## config.mk

```make
export PLATFORM = sky130hd
export DESIGN_NAME = clk_div_prog
export DESIGN_NICKNAME = d
export VERILOG_FILES = /design/src/rtl/clk_div_prog.sv
export SDC_FILE = /design/constraint.sdc
export NUM_CORES = 1
export LEC_CHECK = 0
export CAP_MARGIN = 20
export CORE_MARGIN = 4
export CORE_UTILIZATION = 55
export DETAILED_ROUTE_END_ITERATION = 6
export PLACE_DENSITY_LB_ADDON = 0.08
export REMOVE_ABC_BUFFERS = 1
export SLEW_MARGIN = 20
export SYNTH_ARGS = -nofsm -noshare
export SYNTH_HDL_FRONTEND = slang
export SYNTH_SLANG_ARGS = --single-unit
```

## constraint.sdc

```tcl
create_clock -name clk -period 3.7 [get_ports clk]
set_input_delay 0.37 -clock clk [delete_from_list [all_inputs] [get_ports clk]]
set_output_delay 0.37 -clock clk [all_outputs]
set_load 0.01 [all_outputs]
```

## src/rtl/clk_div_prog.sv

```systemverilog
// clk_div_prog: multi-channel programmable clock-enable divider.
//
// Each channel divides clk by a runtime divisor D and produces a registered
// square-wave strobe (div_out) plus a one-cycle tick at the start of each
// period. No derived clock nets are produced; everything is a strobe in the
// clk domain.
//
// Ports:
//   clk        - sole clock, rising edge
//   reset      - synchronous, active-high reset
//   cfg_valid  - divisor write strobe
//   cfg_chan   - target channel of the write (out-of-range values ignored)
//   cfg_div    - new divisor: 0 = off, 1 = constant high, >=2 = divide by D
//   sync       - restarts the phase of every channel
//   and_mask   - channels combined into Y
//   div_out    - registered divided wave per channel
//   tick       - registered one-cycle period-start pulse per channel
//   Y          - AND of the masked div_out bits (0 when the mask is empty)
module clk_div_prog #(
  parameter  int WIDTH    = 8,
  parameter  int CHANNELS = 4,
  localparam int CW       = (CHANNELS > 1) ? $clog2(CHANNELS) : 1
) (
  input  logic                clk,
  input  logic                reset,
  input  logic                cfg_valid,
  input  logic [CW-1:0]       cfg_chan,
  input  logic [WIDTH-1:0]    cfg_div,
  input  logic                sync,
  input  logic [CHANNELS-1:0] and_mask,
  output logic [CHANNELS-1:0] div_out,
  output logic [CHANNELS-1:0] tick,
  output logic                Y
);

  logic [WIDTH-1:0]    r_cnt    [CHANNELS];
  logic [WIDTH-1:0]    r_d_act  [CHANNELS];
  logic [WIDTH-1:0]    r_d_pend [CHANNELS];
  logic [CHANNELS-1:0] r_div_out;
  logic [CHANNELS-1:0] r_tick;

  logic [CHANNELS-1:0] w_sel;
  logic [CHANNELS-1:0] w_last;
  logic [CHANNELS-1:0] w_wrap;
  logic [WIDTH-1:0]    w_d_next [CHANNELS];

  // Per-channel write select, end-of-period detect and wrap (ratio-swap) edge.
  always_comb begin
    for (int k = 0; k < CHANNELS; k++) begin
      // k < CHANNELS always, so an out-of-range cfg_chan never matches.
      w_sel[k]    = cfg_valid && (cfg_chan == CW'(k));
      // A write on the wrap edge bypasses d_pend straight into d_act.
      w_d_next[k] = w_sel[k] ? cfg_div : r_d_pend[k];
      w_last[k]   = (r_d_act[k] >= WIDTH'(2)) &&
                    (r_cnt[k] == (r_d_act[k] - WIDTH'(1)));
      w_wrap[k]   = sync || w_last[k] || (r_d_act[k] <= WIDTH'(1));
    end
  end

  // Counters, divisor registers and registered output decode.
  always_ff @(posedge clk) begin
    if (reset) begin
      for (int k = 0; k < CHANNELS; k++) begin
        r_cnt[k]    <= '0;
        // Default ratios 2, 4, 8, 16, ... keep the old cascaded behaviour.
        r_d_act[k]  <= WIDTH'(1) << (k + 1);
        r_d_pend[k] <= WIDTH'(1) << (k + 1);
      end
      r_div_out <= '0;
      r_tick    <= '0;
    end else begin
      for (int k = 0; k < CHANNELS; k++) begin
        if (sync || (r_d_act[k] <= WIDTH'(1)) || w_last[k]) begin
          r_cnt[k] <= '0;
        end else begin
          r_cnt[k] <= r_cnt[k] + WIDTH'(1);
        end

        r_d_pend[k] <= w_d_next[k];
        // Ratio only changes on a period boundary, so no runt pulses.
        if (w_wrap[k]) begin
          r_d_act[k] <= w_d_next[k];
        end else begin
          r_d_act[k] <= r_d_act[k];
        end

        // Decode uses the pre-edge cnt/d_act, even on a sync edge.
        if (r_d_act[k] >= WIDTH'(2)) begin
          r_div_out[k] <= (r_cnt[k] < (r_d_act[k] >> 1));
          r_tick[k]    <= (r_cnt[k] == '0);
        end else begin
          // D = 1 -> both high; D = 0 -> both low.
          r_div_out[k] <= r_d_act[k][0];
          r_tick[k]    <= r_d_act[k][0];
        end
      end
    end
  end

  assign div_out = r_div_out;
  assign tick    = r_tick;
  assign Y       = (|and_mask) & (&(r_div_out | ~and_mask));

endmodule

```

### After elaboration in Yosys (flattened, before gate mapping)

Memory sizes are Yosys's and may differ from the RTL's.
Cells that the tools add are included.
W data, S select, Z words.

* register bits after elaboration: 8
* RAM bits: 96
* output and inout port bits: 9
* word-level logic and storage cells: 169
* memories kept: 3

* add/sub/neg operators: 8
* $lt $le $gt $ge: 12
* equality and inequality tests: 7
* multiplexer cells: 83
* bitwise logic cells: 23
* reductions and logical operators: 31

Memories
* r_cnt: depth 4, bits a word 8, read ports 4, clocked after Yosys merged registers in 0, write ports 4, RTL line 36 `logic [WIDTH-1:0] r_cnt [CHANNELS];`
* r_d_act: depth 4, bits a word 8, read ports 4, clocked after Yosys merged registers in 0, write ports 4, RTL line 37 `logic [WIDTH-1:0] r_d_act [CHANNELS];`
* r_d_pend: depth 4, bits a word 8, read ports 4, clocked after Yosys merged registers in 0, write ports 4, RTL line 38 `logic [WIDTH-1:0] r_d_pend [CHANNELS];`

Operators by type and width (count)
* $mux W8: 24
* $mux W1: 59
* $add A8 B1 Y8 const B: 4
* $eq A8 B8 Y1: 4
* $ge A8 B2 Y1 const B: 4
* $le A8 B1 Y1 const B: 4
* $logic_not A8 Y1: 4
* $lt A8 B7 Y1: 4
* $sub A8 B1 Y8 const B: 4
* $or A1 B1 Y1: 20
* $logic_or A1 B1 Y1: 16
* $logic_and A1 B1 Y1: 8
* $eq A2 B2 Y1 const B: 2
* $not A4 Y4: 1
* $or A4 B4 Y4: 1
* $reduce_and A4 Y1: 1
* $reduce_or A4 Y1: 1
* $eq A2 B1 Y1 const B: 1
* $logic_not A2 Y1: 1
* $and A1 B1 Y1: 1

### Logic depth before layout (Yosys ltp)

* depth after elaboration: 10
* depth in mapped cells: 9
* mapped depth without buffers: 8

### Least setup slack after synthesis

No wires, ideal clock.

* path kind: flip-flop to flip-flop
* from: memory r_d_act[2][0]
* to: memory r_d_act[2][0] (enable)
* library setup time: 0.377 ns
* arrival time: 2.121 ns
* data required time: 3.323 ns
* slack: 1.202 ns
* cell stages (with the launch flop): 9
* period minus slack after synthesis: 2.498 ns
* cells stage by stage: edfxtp_1 inv_1 ha_1 clkbuf_1 nor2b_1 or3_1 a31oi_1 nand4b_1 o221ai_2

RTL lines (RTL line)
* start, declared: 37

==> flow_results.org <==
** Logic synthesis
- Library cells used by synthesis :: 57
- Post-synth top area share :: 31.77%
- Number of enable-type register cells in the synthesized netlist :: 64
- The mapped netlist covers 6050 um2.
- The synthesized design contains 104 register bits.
- Counting every instance in the synthesized netlist gives 638.
- For this run, the leading register cell type out of synthesis is edfxtp_1.
- For this run, asynchronously set or reset flops after synthesis account for 0%.
- The share of the Yosys chip area taken by registers is 45.01%.
- A synthesized cell averages 9.482 um2.
- Summed over all instances, the cell type with the most area after synthesis is edfxtp_1.
- Ranked by total cell area, the synthesized netlist is headed by edfxtp_1 (32%), dfxtp_1 (13%), ha_1 (9.1%).
- During synthesis, Yosys emitted a total of 0 warnings.

** Placement
- Placed Instance Area :: 6538 um2
- Port buffering added 26 buffers.
- At the end of routability-driven placement, the weighted congestion stood at 0.9236.
- After legalization and detailed placement, the total HPWL measured 8.841 mm.

** CTS
- Hold-fix buffers, CTS :: 0
- Clock-pin slew was measured on the worst setup and hold paths at 0.09 ns.
- Root buffer selected by CTS :: clkbuf_8
- Clock tree synthesis inserted a total of 9 buffers.
- The number of gates resized after CTS was 0.
- Clock tree from TritonCTS :: built
- Num Clock Sinks :: 104
- Maximum level of the CTS H-tree :: 3
- Worst-skew pair later-pin latency :: 0.37 ns
- In this run the deepest clock path goes through 2 buffers.
- Buffer count from post-CTS setup fixing :: 0

** Worst setup path
- For the worst flop-to-flop path, the logic depth is 8.
- The largest single stage delay on the critical path is 0.66 ns.
- Data required time at the worst endpoint :: 3.79 ns
- Worst Path Max Fanout :: 16
- Worst path slowest cell :: o221ai_2
- The cell family contributing the most delay on the critical path is compound AO/OA/AOI/OAI gates.
- Critical Path End Type :: flip-flop
- Crit Reg-Reg Endpoint :: r_cnt[2][2]
- The worst setup path is launched from a flip-flop.
- Data arrives at the worst endpoint at 2.90 ns.
- The worst register-to-register path has a setup slack of 0.89 ns.
- The worst setup path is of the reg2reg kind.
- Critical R2R Launch :: r_d_act[2][0]
- Counting both buffers and inverters, the worst setup path holds a total of 1.
- Walking the worst path, the cells encountered are inv_1 > ha_1 > nor2b_1 > or3_1 > a31oi_1 > nand4b_1 > o221ai_2 > nor2_1.

** Cells and area
- The library cells used most frequently in the layout, excluding fill and tap cells, are nor2_1 (90), edfxtp_1 (64), nand2_1 (53), inv_1 (50), ha_1 (44).
- 0 antenna diodes ended up in the layout.
- Synth-to-Final Area Change :: 11.27%
- After the last flow step, the layout net total stands at 750.
- The library cell used most frequently in the layout, excluding fill and tap cells, is nor2_1.
- The layout has 906 filler cells.
- Layout Utilization :: 62.37%
- In the final layout, the share of cells above drive strength 1 is 3.896%.
- Final Cell Area :: 6731 um2

** Timing
- Worst Tran Pin Value :: 0.7879 ns
- The total count of max-transition violations in the final report came to 0.
- Final cycle utilization of the critical path :: 75.98%
- The clock arrives with 0.01245 ns of skew.
- The number of hold violations in the final report came to 0.
- Max-Slew Margin vs Limit :: 47.48%
- Counting I/O delays and the setup requirement, the final critical path takes 2.811 ns.
- Setup TNS :: 0 ns
- Setup violations remaining at the end of the flow were counted as 0.
- Setup repair after global routing left no endpoint under its margin.
- Achievable Freq :: 355.7 MHz

** Floorplanning
- Measured along the x axis, the die boundary spans 112.9 um.
- The die is 112.9 um tall.
- Pin placement for this block handled 27 I/O pins.
- The die covers 12740 um2.
- Std cell rows :: 38
- Placeable Area :: 10790 um2
- Initial core utilization :: 56.05%

** Worst hold path
- The path class of the tightest hold or removal check is reg2reg.
- The worst hold path was traced through 2 stages.
- The startpoint identified for the worst hold timing path is r_d_pend[3][5].
- End of the worst hold path :: r_d_pend[3][5]

** Global routing
- The initial antenna violation count was 0.
- Vias in the first global route :: 4336
- The first global-routing pass estimated 20.46 mm of wire.
- The total overflow left after global routing is 0.
- Pin count of the biggest net entering global routing :: 43
- Global routing consumed, over all layers together, 19.80% of the routing resources.

** Drt
- Dividing the detail-routed wire length by the instance count gives 14.52 um.
- Once detail routing completed, the nets flagged for antenna violations numbered 0.
- Routed WL :: 12.10 mm
- For this block, the initial DRC count from the detailed router was 231.
- Before antenna repair, the detailed router went through 5 iterations.
- After detailed routing, the number of remaining DRC violations is 0.
- Via-to-Cell Ratio :: 5.390
- The final route contains 4490 vias.

** Status
- Status :: finished clean

** Power
- Power spread over the standard cell area amounts to 365.7 nW/um2.
- For this design the static power due to leakage is 2.670 nW.
- Largest vdd supply drop :: 271.3 uV

** Flow run
- Max-capacitance violation count :: 0
==> synthesized netlist by cell type (9+ instances only) <==
library cell  count
and3_1            9
edfxtp_1         64
o21ai_0          13
nor2_1           90
xnor2_1          31
ha_1             44
clkbuf_1         14
nand3_1          25
nand2_1          53
dfxtp_1          40
inv_1            50
nor3_1           17
nor4_1           11
mux2i_1          15
a21oi_1          33
xor2_1           31
==> worst min-delay path: stages, from the launching register on <==
cell	delay [ns]
dfxtp_1	0.31
nand2_1	0.04
a21oi_1	0.06
==> how the worst max path moves through the flow <==
stage                  start       endpoint  slack [ns]  depth (start not counted)
2_1_floorplan  r_d_act[2][0]  r_d_act[2][0]        1.28                          7
3_3_place_gp   r_d_act[2][0]    r_cnt[2][2]        1.00                          8
3_5_place_dp   r_d_act[2][0]    r_cnt[2][2]        0.89                          8
4_1_cts        r_d_act[2][0]    r_cnt[2][2]        0.89                          8
5_1_grt        r_d_act[2][0]    r_cnt[2][2]        0.64                          8
6_report       r_d_act[2][0]    r_cnt[2][2]        0.89                          8
==> metrics by stage <==
stage	total power, mW	instances	hold WS, ns	setup WS [ns]
6_report	2.462	833	0.4620	0.8889
5_1_grt	2.603	833	0.4816	0.6400
4_1_cts	2.492	833	0.4531	0.8854
3_5_place_dp	1.788	817	0.4505	0.8934
3_3_place_gp	1.772	817	0.4438	1.000
2_1_floorplan	1.651	648	0.4267	1.275
==> report_power, final <==
group / total (mW) / switching [mW] / internal [mW] / leakage [nW]
clock: 0.698 / 0.373 / 0.325 / 0.0994
sequential: 1.38 / 0.0840 / 1.30 / 0.999
combinational: 0.382 / 0.205 / 0.176 / 1.57
total: 2.46 / 0.662 / 1.80 / 2.67
==> sequential cells by signal, indices dropped and copies added, names as in the netlist <==
| register | flops |
|---|---|
| r_cnt | 32 |
| r_d_act | 32 |
| r_d_pend | 32 |
| div_out | 4 |
| tick | 4 |
==> cell type report <==
class,count,area [um2],area share [%]
inverters,50,187.7,2.788
flip-flops and latches,104,2723,40.45
clock buffers,15,187.7,2.788
multi-input cells,494,3174,47.16
well taps,140,175.2,2.602
repair buffers,29,277.8,4.126
clock inverters,1,6.256,0.09294
==> cells by family (layout without fill, tap and decap cells) <==
| logic type | Yosys count | after routing | synth area share (%) |
|---|---|---|---|
| DFF | 104 | 104 | 45.01 |
| xor gates and xnor gates | 62 | 62 | 8.976 |
| adders and majority gates | 44 | 44 | 9.100 |
| and+or+nand+nor | 252 | 252 | 19.88 |
| muxes | 15 | 15 | 2.482 |
| buffers and inverters | 71 | 95 | 4.447 |
| AOI/OAI and AO/OA | 89 | 89 | 10.05 |
| other | 1 | 32 | 0.06199 |
==> layer usage <==
layer	track usage (%)	part of all wire, %	vias to the layer above
met5	0	0	-
met2	31.60	46	94
li1	-	-	2282
met3	2.941	3.9	13
met1	27.52	49	2101
met4	7.212	1.5	0
No activity file was read; power rests on OpenSTA's default activity.
